## src/rtl/riscv_pkg.sv

```systemverilog
// Shared encodings for the memory stage: funct3 access types, exception causes,
// FSM states and the data-memory request payload.
package riscv_pkg;

  localparam int unsigned DATA_W = 32;
  localparam int unsigned STRB_W = DATA_W / 8;
  localparam int unsigned CNT_W  = 8;

  localparam logic [2:0] F3_B  = 3'b000;
  localparam logic [2:0] F3_H  = 3'b001;
  localparam logic [2:0] F3_W  = 3'b010;
  localparam logic [2:0] F3_BU = 3'b100;
  localparam logic [2:0] F3_HU = 3'b101;

  typedef enum logic [1:0] {
    EXC_NONE     = 2'b00,
    EXC_MISALIGN = 2'b01,
    EXC_TIMEOUT  = 2'b10,
    EXC_ILLEGAL  = 2'b11
  } exc_cause_t;

  typedef enum logic {
    ST_IDLE = 1'b0,
    ST_WAIT = 1'b1
  } state_t;

  typedef struct packed {
    logic              we;
    logic [DATA_W-1:0] addr;
    logic [DATA_W-1:0] wdata;
    logic [STRB_W-1:0] wstrb;
  } dmem_req_t;

  // Unsigned load variants have no store counterpart.
  function automatic logic f3_legal(input logic [2:0] f3, input logic store);
    logic ok;
    ok = 1'b0;
    case (f3)
      F3_B, F3_H, F3_W: ok = 1'b1;
      F3_BU, F3_HU:     ok = ~store;
      default:          ok = 1'b0;
    endcase
    return ok;
  endfunction

  function automatic logic misaligned(input logic [2:0] f3, input logic [1:0] off);
    return ((f3[1:0] == 2'b01) && off[0]) || ((f3[1:0] == 2'b10) && (off != 2'b00));
  endfunction

endpackage

```

## src/rtl/mem_align.sv

```systemverilog
// Combinational lane steering: store data replication/strobes and load
// byte/halfword extraction with sign or zero extension.
module mem_align
  import riscv_pkg::*;
(
  input  logic [2:0]        st_funct3,
  input  logic [1:0]        st_off,
  input  logic [DATA_W-1:0] st_data,
  output logic [DATA_W-1:0] st_wdata,
  output logic [STRB_W-1:0] st_wstrb,
  input  logic [2:0]        ld_funct3,
  input  logic [1:0]        ld_off,
  input  logic [DATA_W-1:0] ld_rdata,
  output logic [DATA_W-1:0] ld_data
);

  logic [7:0]  ld_byte;
  logic [15:0] ld_half;

  always_comb begin
    st_wdata = st_data;
    st_wstrb = 4'b1111;
    case (st_funct3)
      F3_B: begin
        st_wdata = {4{st_data[7:0]}};
        st_wstrb = 4'b0001 << st_off;
      end
      F3_H: begin
        st_wdata = {2{st_data[15:0]}};
        st_wstrb = st_off[1] ? 4'b1100 : 4'b0011;
      end
      default: ;
    endcase
  end

  always_comb begin
    ld_byte = 8'h00;
    case (ld_off)
      2'd0: ld_byte = ld_rdata[7:0];
      2'd1: ld_byte = ld_rdata[15:8];
      2'd2: ld_byte = ld_rdata[23:16];
      2'd3: ld_byte = ld_rdata[31:24];
      default: ;
    endcase
    ld_half = ld_off[1] ? ld_rdata[31:16] : ld_rdata[15:0];

    ld_data = ld_rdata;
    case (ld_funct3)
      F3_B:    ld_data = {{24{ld_byte[7]}}, ld_byte};
      F3_BU:   ld_data = {24'h000000, ld_byte};
      F3_H:    ld_data = {{16{ld_half[15]}}, ld_half};
      F3_HU:   ld_data = {16'h0000, ld_half};
      default: ;
    endcase
  end

endmodule

```

## src/rtl/mem_stage.sv

```systemverilog
// Memory pipeline stage: issues one data-memory access at a time, waits for
// ack with a bounded timeout, and hands results/exceptions to write-back.
module mem_stage
  import riscv_pkg::*;
#(
  parameter int unsigned XLEN    = 32,
  parameter int unsigned TIMEOUT = 16
) (
  input  logic            clk,
  input  logic            rst,
  input  logic            ex_valid,
  output logic            ex_ready,
  input  logic [XLEN-1:0] ex_alu_result,
  input  logic [XLEN-1:0] ex_rs2_data,
  input  logic [4:0]      ex_rd,
  input  logic            ex_reg_we,
  input  logic            ex_mem_re,
  input  logic            ex_mem_we,
  input  logic [2:0]      ex_funct3,
  input  logic            flush,
  output logic            dmem_req,
  output logic            dmem_we,
  output logic [XLEN-1:0] dmem_addr,
  output logic [XLEN-1:0] dmem_wdata,
  output logic [3:0]      dmem_wstrb,
  input  logic            dmem_ack,
  input  logic [XLEN-1:0] dmem_rdata,
  output logic            wb_valid,
  output logic [4:0]      wb_rd,
  output logic            wb_reg_we,
  output logic [XLEN-1:0] wb_data,
  output logic            exc_valid,
  output logic [1:0]      exc_cause
);

  localparam logic [CNT_W-1:0] CNT_LAST = CNT_W'(TIMEOUT - 1);

  state_t            state, state_nx;
  logic [CNT_W-1:0]  cnt, cnt_nx;
  logic              kill, kill_nx;
  logic              req_v, req_v_nx;
  dmem_req_t         req, req_nx;
  logic [2:0]        p_funct3, p_funct3_nx;
  logic [1:0]        p_off, p_off_nx;
  logic [4:0]        p_rd, p_rd_nx;
  logic              p_reg_we, p_reg_we_nx;
  logic              wb_valid_nx, wb_reg_we_nx, exc_valid_nx;
  logic [4:0]        wb_rd_nx;
  logic [DATA_W-1:0] wb_data_nx;
  exc_cause_t        exc_cause_q, exc_cause_nx;

  logic              accept, is_mem, is_st, bad_f3, misal, kill_eff;
  logic [DATA_W-1:0] st_wdata, ld_data;
  logic [STRB_W-1:0] st_wstrb;

  mem_align u_align (
    .st_funct3 (ex_funct3),
    .st_off    (ex_alu_result[1:0]),
    .st_data   (ex_rs2_data),
    .st_wdata  (st_wdata),
    .st_wstrb  (st_wstrb),
    .ld_funct3 (p_funct3),
    .ld_off    (p_off),
    .ld_rdata  (dmem_rdata),
    .ld_data   (ld_data)
  );

  assign ex_ready   = (state == ST_IDLE);
  assign dmem_req   = req_v;
  assign dmem_we    = req.we;
  assign dmem_addr  = req.addr;
  assign dmem_wdata = req.wdata;
  assign dmem_wstrb = req.wstrb;
  assign exc_cause  = exc_cause_q;

  assign accept   = ex_valid && ex_ready && !flush;
  assign is_mem   = ex_mem_re || ex_mem_we;
  assign is_st    = ex_mem_we;
  assign bad_f3   = !f3_legal(ex_funct3, is_st);
  assign misal    = misaligned(ex_funct3, ex_alu_result[1:0]);
  assign kill_eff = kill || flush;

  // Next-state and registered-output logic.
  always_comb begin
    state_nx     = state;
    cnt_nx       = cnt;
    kill_nx      = kill;
    req_v_nx     = req_v;
    req_nx       = req;
    p_funct3_nx  = p_funct3;
    p_off_nx     = p_off;
    p_rd_nx      = p_rd;
    p_reg_we_nx  = p_reg_we;
    wb_valid_nx  = 1'b0;
    wb_rd_nx     = wb_rd;
    wb_reg_we_nx = wb_reg_we;
    wb_data_nx   = wb_data;
    exc_valid_nx = 1'b0;
    exc_cause_nx = exc_cause_q;

    case (state)
      ST_IDLE: begin
        if (accept) begin
          if (!is_mem) begin
            wb_valid_nx  = 1'b1;
            wb_rd_nx     = ex_rd;
            wb_reg_we_nx = ex_reg_we;
            wb_data_nx   = ex_alu_result;
          end else if (bad_f3 || misal) begin
            wb_valid_nx  = 1'b1;
            wb_rd_nx     = ex_rd;
            wb_reg_we_nx = 1'b0;
            wb_data_nx   = ex_alu_result;
            exc_valid_nx = 1'b1;
            exc_cause_nx = bad_f3 ? EXC_ILLEGAL : EXC_MISALIGN;
          end else begin
            req_v_nx     = 1'b1;
            req_nx.we    = is_st;
            req_nx.addr  = {ex_alu_result[DATA_W-1:2], 2'b00};
            req_nx.wdata = is_st ? st_wdata : '0;
            req_nx.wstrb = is_st ? st_wstrb : '0;
            p_funct3_nx  = ex_funct3;
            p_off_nx     = ex_alu_result[1:0];
            p_rd_nx      = ex_rd;
            p_reg_we_nx  = ex_reg_we && !is_st;
            cnt_nx       = '0;
            kill_nx      = 1'b0;
            state_nx     = ST_WAIT;
          end
        end
      end
      ST_WAIT: begin
        kill_nx = kill_eff;
        // Ack has priority over a simultaneous timeout.
        if (dmem_ack) begin
          req_v_nx     = 1'b0;
          kill_nx      = 1'b0;
          state_nx     = ST_IDLE;
          wb_valid_nx  = !kill_eff;
          wb_rd_nx     = p_rd;
          wb_reg_we_nx = p_reg_we && !kill_eff;
          wb_data_nx   = req.we ? '0 : ld_data;
        end else if (cnt == CNT_LAST) begin
          req_v_nx     = 1'b0;
          kill_nx      = 1'b0;
          state_nx     = ST_IDLE;
          wb_valid_nx  = !kill_eff;
          wb_rd_nx     = p_rd;
          wb_reg_we_nx = 1'b0;
          exc_valid_nx = !kill_eff;
          exc_cause_nx = EXC_TIMEOUT;
        end else begin
          cnt_nx = cnt + CNT_W'(1);
        end
      end
      default: state_nx = ST_IDLE;
    endcase
  end

  always_ff @(posedge clk or posedge rst) begin
    if (rst) begin
      state       <= ST_IDLE;
      cnt         <= '0;
      kill        <= 1'b0;
      req_v       <= 1'b0;
      req         <= '0;
      p_funct3    <= '0;
      p_off       <= '0;
      p_rd        <= '0;
      p_reg_we    <= 1'b0;
      wb_valid    <= 1'b0;
      wb_rd       <= '0;
      wb_reg_we   <= 1'b0;
      wb_data     <= '0;
      exc_valid   <= 1'b0;
      exc_cause_q <= EXC_NONE;
    end else begin
      state       <= state_nx;
      cnt         <= cnt_nx;
      kill        <= kill_nx;
      req_v       <= req_v_nx;
      req         <= req_nx;
      p_funct3    <= p_funct3_nx;
      p_off       <= p_off_nx;
      p_rd        <= p_rd_nx;
      p_reg_we    <= p_reg_we_nx;
      wb_valid    <= wb_valid_nx;
      wb_rd       <= wb_rd_nx;
      wb_reg_we   <= wb_reg_we_nx;
      wb_data     <= wb_data_nx;
      exc_valid   <= exc_valid_nx;
      exc_cause_q <= exc_cause_nx;
    end
  end

endmodule

```

## config.mk

```make
export PLATFORM = sky130hd
export DESIGN_NAME = mem_stage
export DESIGN_NICKNAME = d
export VERILOG_FILES = /design/src/rtl/riscv_pkg.sv /design/src/rtl/mem_align.sv /design/src/rtl/mem_stage.sv
export SDC_FILE = /design/constraint.sdc
export NUM_CORES = 1
export LEC_CHECK = 0
export ABC_CLOCK_PERIOD_IN_PS = 4900
export BUFFER_PORTS_ARGS = -buffer_cell sky130_fd_sc_hd__clkbuf_2
export CELL_PAD_IN_SITES_DETAIL_PLACEMENT = 0
export CELL_PAD_IN_SITES_GLOBAL_PLACEMENT = 1
export CORE_UTILIZATION = 37
export DETAILED_ROUTE_END_ITERATION = 8
export GPL_ROUTABILITY_DRIVEN = 0
export PLACE_DENSITY_LB_ADDON = 0.1
export SLEW_MARGIN = 25
export SYNTH_ARGS = -nofsm -noshare
export SYNTH_HDL_FRONTEND = slang
export SYNTH_SLANG_ARGS = --single-unit
```

## constraint.sdc

```tcl
create_clock -name clk -period 4.9 [get_ports clk]
set_input_delay 0.245 -clock clk [delete_from_list [all_inputs] [get_ports clk]]
set_output_delay 0.245 -clock clk [all_outputs]
set_load 0.01 [all_outputs]
```

======== After elaboration in Yosys (flattened, before gate mapping) ========
Index checks and enable logic that the tools add are counted.
word-level totals
  register bits ........................... 131
  bits in latches ......................... 0
  RAM bits ................................ 0
  bits in read-only memories .............. 0
  bits of input ports ..................... 112
  output and inout port bits .............. 113
  memories kept ........................... 0
cells by class
  add/sub/neg operators ................... 1
  multiply operators ...................... 0
  div/mod/pow operators ................... 0
  $lt $le $gt $ge ......................... 0
  equal/unequal tests ..................... 23
  shift operators ......................... 1
  muxes and demuxes ....................... 67
  bitwise logic cells ..................... 3
  reductions and logical operators ........ 27
operator list
  cell                 number
  $mux 32              6
  $pmux 32 s2          2
  $pmux 32 s4          1
  $mux 8               5
  $pmux 8 s4           1
  $mux 1               27
  $mux 5               5
  $mux 16              1
  $pmux 8 s2           1
  $pmux 1 s2           7
  $eq 3x3->1 const B   4
  $mux 2               6
  $pmux 5 s2           1
  $reduce_and 5->1     2
  $reduce_and 3->1     3
  $add 8x1->8 const B  1
  $eq 8x4->1 const B   1
  $mux 4               2
  $ne 2x1->1 const B   4
  $ne 2x2->1 const B   4
  $pmux 4 s2           1
  $reduce_and 4->1     2
  $eq 2x2->1 const B   3
  $eq 3x1->1 const B   2
  14 further kinds     30

======== Depth between registers and ports, before layout ========
  word-level depth ........................ 9
  gate-level depth with buffers ........... 8

======== Hierarchy ========
From an unflattened synthesis, not the netlist that was laid out.
unflattened totals
  cell total of the unflattened synthesis .. 695
  area total of the unflattened synthesis .. 6713.9 µm²
modules (own cells, without submodules)
  module     instances  cells each  area each (µm²)  seq. area each (µm²)
  mem_stage  1          535         5550.3           3278.1
  mem_align  1          160         1163.6           0.0

======== Worst setup path after synthesis ========
No wires, ideal clock.
  path type ............................... input-to-reg
  start ................................... input ex_funct3[0]
  end ..................................... register wb_data[17]
  library setup time ...................... 0.127 ns
  arrival ................................. 1.699 ns
  path slack .............................. 3.074 ns
  cell stages on the path ................. 7
  buffers on the path ..................... 3
  cells stage by stage .................... clkbuf_1 -> or4_1 -> o221a_2 -> a21oi_2 -> buf_4 -> buf_2 -> o21ai_0
between the ends
  longest elaborated chain between the ends .. 7
  elaborated cells between the ends (all ways) .. 17
  those cells by class .................... eq/ne: 7; mux: 1; reduce/logical: 9
ends and longest elaborated chain
  what                                                       line              text
  start, declared                                            mem_stage.sv:19   input logic [2:0] ex_funct3,
  $eq 3x2->1, or another cell as far along                   riscv_pkg.sv:38   case (f3)
  $reduce_or 3->1 / $reduce_or 2->1 (equally long branches)  riscv_pkg.sv:38
  $pmux 1 s2                                                 riscv_pkg.sv:38
  $logic_not 1->1                                            mem_stage.sv:79   assign bad_f3 = !f3_legal(ex_funct3, is_st);
  $logic_or 1x1->1 (*)                                       mem_stage.sv:109  end else if (bad_f3 || misal) begin
  $ne 3x2->1 (no source line) (*)                            --
  $reduce_and 3->1 (no source line) (*)                      --
  end signal, assigned                                       mem_stage.sv:190  wb_data <= wb_data_nx;
  end, declared                                              mem_stage.sv:31   output logic [XLEN-1:0] wb_data,
Every way passes the cells marked *; elsewhere a longest branch is shown, timed or not.
A chain may end at the register's enable or synchronous reset.

======== Final worst setup path ========
  start ................................... register state
  end ..................................... register req, in the netlist dmem_wdata[28]
between the ends
  longest elaborated chain between the ends .. 4
ends and longest elaborated chain
  what                                   line              text
  start, declared                        mem_stage.sv:38   state_t state, state_nx;
  start signal, assigned                 mem_stage.sv:178  state <= state_nx;
  $not 1->1 (no source line) (*)         --
  $logic_and 1x1->1 (2 in series)        mem_stage.sv:76   assign accept = ex_valid && ex_ready && !flush;
  $reduce_and 4->1 (no source line) (*)  --
  end signal, assigned                   mem_stage.sv:182  req <= req_nx;
  end, declared                          mem_stage.sv:42   dmem_req_t req, req_nx;
Marked as above.

==> run_summary.xml <==
<?xml version="1.0" encoding="UTF-8"?>
<metrics>
  <group name="run_status">
    <metric name="run_status" unit="">complete, no violations</metric>
  </group>
  <group name="cts">
    <metric name="clock_tree_from_tritoncts" unit="">built</metric>
    <metric name="cts_resized" unit="">0</metric>
    <metric name="cts.clk_slew.worst_paths" unit="ns">0.06</metric>
    <metric name="clock_insertion_delay_worst_skew" unit="ns">0.42</metric>
    <metric name="cts_buffer_depth" unit="">2</metric>
    <metric name="numClockSinks" unit="">131</metric>
    <metric name="cts_inserted_buffers" unit="">17</metric>
    <metric name="cts-hold-fix-buffers" unit="">1</metric>
    <metric name="htree_num_levels" unit="">4</metric>
    <metric name="root_buffer" unit="">sky130_fd_sc_hd__clkbuf_16</metric>
    <metric name="cts_setup_buffers" unit="">0</metric>
  </group>
  <group name="job">
    <metric name="timing.max_cap.violations" unit="">0</metric>
  </group>
  <group name="global_routing">
    <metric name="vias_in_the_first_global_route" unit="">6147</metric>
    <metric name="grt_first_pass_wirelength" unit="µm">32900</metric>
    <metric name="grt_use_total" unit="">0.235</metric>
    <metric name="grt_start_max_net_pins" unit="">91</metric>
    <metric name="remaining_overflow_grt" unit="">0</metric>
    <metric name="antenna_found_initial" unit="">0</metric>
  </group>
  <group name="detailed_routing">
    <metric name="detail_route.vias_per_cell" unit="">5.33</metric>
    <metric name="via_count" unit="">6288</metric>
    <metric name="drt_drc_violations_left" unit="">0</metric>
    <metric name="drt-wirelength-per-cell" unit="µm">17.8</metric>
    <metric name="drt-total-wl" unit="µm">21000</metric>
    <metric name="route.antenna.remaining_nets" unit="">0</metric>
    <metric name="drt_pass1_iterations" unit="">5</metric>
    <metric name="number_of_violations_reported_at_the_end_of_detailed_routing_iteration_0" unit="">328</metric>
  </group>
  <group name="floorplanning">
    <metric name="start_util" unit="">0.378</metric>
    <metric name="dieArea" unit="µm²">18200</metric>
    <metric name="floorplan.die.width" unit="µm">135</metric>
    <metric name="dieHeight" unit="µm">135</metric>
    <metric name="num_io_pins" unit="">225</metric>
    <metric name="rows" unit="">48</metric>
    <metric name="core" unit="µm²">17300</metric>
  </group>
  <group name="layout">
    <metric name="drive_above_1_share" unit="">0.302</metric>
    <metric name="multi_input_comb_area" unit="µm²">3020</metric>
    <metric name="design.final.nets" unit="">1054</metric>
    <metric name="fill_cells" unit="">1744</metric>
    <metric name="layout.cells.most_common_list" unit="">247 x sky130_fd_sc_hd__nand2_1, 222 x sky130_fd_sc_hd__clkbuf_2, 131 x sky130_fd_sc_hd__dfrtp_1</metric>
    <metric name="regArea" unit="µm²">3280</metric>
    <metric name="final_common_cell" unit="">sky130_fd_sc_hd__nand2_1</metric>
    <metric name="area_growth" unit="%">28.5</metric>
    <metric name="num_antenna_cells" unit="">0</metric>
    <metric name="post-route-util" unit="">0.486</metric>
  </group>
  <group name="sta">
    <metric name="worst_pin_slew" unit="ns">1.04</metric>
    <metric name="post_route_setup_tns" unit="ns">0</metric>
    <metric name="final_min_period_over_clock_period" unit="">0.545</metric>
    <metric name="maxSlewHeadroom" unit="">0.302</metric>
    <metric name="setup_viol" unit="">0</metric>
    <metric name="maxClockFrequency" unit="MHz">374</metric>
    <metric name="setup_repair_after_global_routing_missed_its_margin" unit="">no</metric>
    <metric name="slew_violations" unit="">0</metric>
    <metric name="timing.final.hold_violations" unit="">0</metric>
    <metric name="worst_clock_skew" unit="ns">0.00620</metric>
    <metric name="min_period" unit="ns">2.67</metric>
  </group>
  <group name="yosys">
    <metric name="ys_types" unit="">49</metric>
    <metric name="yosys.area_share.adder" unit="">0.00191</metric>
    <metric name="yosysSeqAreaShare" unit="">0.501</metric>
    <metric name="synthCells" unit="">747</metric>
    <metric name="synthMuxAreaShare" unit="">0.0528</metric>
    <metric name="synth_top_family_by_area" unit="">simple AND/OR/NAND/NOR gates</metric>
    <metric name="synth_enable_flop_cells" unit="">0</metric>
    <metric name="synth_top_flop_cell" unit="">sky130_fd_sc_hd__dfrtp_1</metric>
    <metric name="synth_simple_gate_area_share" unit="">0.232</metric>
    <metric name="compound_cell_area_share_of_the_yosys_netlist" unit="">0.161</metric>
    <metric name="synth.cell_area" unit="µm²">6550</metric>
    <metric name="synthesis.yosys.warnings" unit="">0</metric>
    <metric name="synthesis.area_per_instance" unit="µm²">8.76</metric>
    <metric name="synthArstFlopShare" unit="">1.00</metric>
    <metric name="ys_seq_elements" unit="">131</metric>
    <metric name="synth_xor_xnor_area_share" unit="">0.00803</metric>
  </group>
  <group name="setup_path">
    <metric name="timing_worst_setup_path_type" unit="">flop to flop</metric>
    <metric name="cp.required" unit="ns">5.26</metric>
    <metric name="setup.worst_path.end_class" unit="">flop</metric>
    <metric name="regToRegEndpoint" unit="">dmem_wdata[28]</metric>
    <metric name="worstPathArrival" unit="ns">3.03</metric>
    <metric name="critPathLaunchType" unit="">flop</metric>
    <metric name="path_max_fanout" unit="">55</metric>
    <metric name="reg2regPathDepth" unit="">5</metric>
    <metric name="worstSetupStartpoint" unit="">state</metric>
    <metric name="reg2reg_slack" unit="ns">2.23</metric>
    <metric name="crit-reg2reg-launch" unit="">state</metric>
  </group>
  <group name="power">
    <metric name="seq_power_share" unit="">0.400</metric>
    <metric name="ir_worst_vdd" unit="V">0.000297</metric>
    <metric name="clock_power_share" unit="">0.342</metric>
    <metric name="netSwitchingPower" unit="W">0.00122</metric>
    <metric name="power.internal" unit="W">0.00252</metric>
    <metric name="switching_share" unit="">0.327</metric>
    <metric name="p_leak" unit="nW">4.40</metric>
    <metric name="p_comb_frac" unit="">0.258</metric>
    <metric name="power.density_cell_area" unit="nW/µm²">445</metric>
  </group>
  <group name="placement">
    <metric name="hpwl" unit="µm">14800</metric>
    <metric name="portBuffers" unit="">222</metric>
  </group>
  <group name="worst_hold_path">
    <metric name="worst_hold_path.endpoint" unit="">dmem_addr[16]</metric>
    <metric name="timing.hold.worst.start" unit="">ex_alu_result[16]</metric>
    <metric name="hold-path-cell-count" unit="">3</metric>
    <metric name="worst_hold_path_type" unit="">input port to flop</metric>
  </group>
</metrics>
layer usage:
metal / up-vias / wire length, µm / track usage
met3: 33 / 1610 / 0.0646
met1: 3040 / 9030 / 0.303
met2: 237 / 9980 / 0.377
met4: 0 / 371 / 0.0811
li1: 2978 / - / -
met5: - / 0 / 0
sequential cells by signal (all words and copies together), names as in the netlist, 2 cells and up:
register    cells
cnt             8
dmem_addr      30
dmem_wdata     32
dmem_wstrb      4
exc_cause       2
p_funct3        3
p_off           2
p_rd            5
wb_data        32
wb_rd           5
power groups by stage:
stage | Sequential, W | Combinational [W] | Clock [W]
final | 0.00150 | 0.000964 | 0.00128
after global routing | 0.00153 | 0.00107 | 0.00135
after CTS | 0.00150 | 0.000971 | 0.00130
after detailed placement | 0.00151 | 0.000964 | 0
after global placement | 0.00150 | 0.000946 | 0
after floorplan | 0.00157 | 0.000474 | 0
layout make-up:
cell class / instances / area share
Clock buffer: 24 / 0.0585
Inverter: 10 / 0.00506
Sequential cell: 131 / 0.390
Clock inverter: 8 / 0.0119
Tap cell: 225 / 0.0335
Timing Repair Buffer: 228 / 0.142
Multi-Input combinational cell: 553 / 0.360
cells by family (layout without fill, tap and decap cells):
kind of cell	after synthesis	in the layout
xor gates and xnor gates	6	6
and+or+nand+nor	358	358
muxes	32	32
adders and majority gates	1	1
AOI/OAI and AO/OA	154	154
buffers and inverters	64	270
DFF	131	131
other	1	2
synth_stat cells, drive strengths merged (4+ instances only):
library cell,instances,area (µm²)
o21ai,42,210
mux2i,12,120
nand2b,6,37.5
o311ai,4,35.0
a22o,11,96.3
and3,4,25.0
xor2,6,52.6
and2,4,25.0
o221ai,8,70.1
nor2,18,67.6
buf,20,110
a31oi,9,56.3
o21a,5,37.5
dfrtp,131,3280
nor3,9,56.3
nand2,247,927
mux2,20,225
a22oi,19,143
clkbuf,34,128
nand3,53,265
nor2b,4,25.0
inv,9,33.8
nand4,6,37.5
a21oi,16,83.8
o2111ai,8,70.1
a21o,17,128
metrics by stage:
stage	cells	total power (W)	instance area [µm²]	hold WS, ns	setup WS [ns]
after global placement	1145	0.00244	7770	0.398	2.08
after floorplan	748	0.00204	6550	0.343	1.16
final	1179	0.00374	8410	0.0355	2.23
after global routing	1179	0.00396	8410	0.0303	2.03
after CTS	1178	0.00377	8380	0.0220	2.24
after detailed placement	1145	0.00248	7780	0.416	1.92
worst max path at each step:
stage                           to  slack (ns)  cells past startpoint
finish              dmem_wdata[28]        2.23                      5
detailed placement      wb_data[8]        1.92                      5
floorplan                   cnt[0]        1.16                      1
global route         dmem_wdata[0]        2.03                      5
CTS                   dmem_addr[8]        2.24                      5
global placement       wb_data[17]        2.08                      5
critical path, stage by stage (launching register included):
cell                        delay (ns)
sky130_fd_sc_hd__dfrtp_1          0.66
sky130_fd_sc_hd__or3b_2           0.64
sky130_fd_sc_hd__nor3_4           0.66
sky130_fd_sc_hd__buf_12           0.33
sky130_fd_sc_hd__o2111ai_1        0.16
sky130_fd_sc_hd__nand2_1          0.11
(Power assumes the default switching activity.)
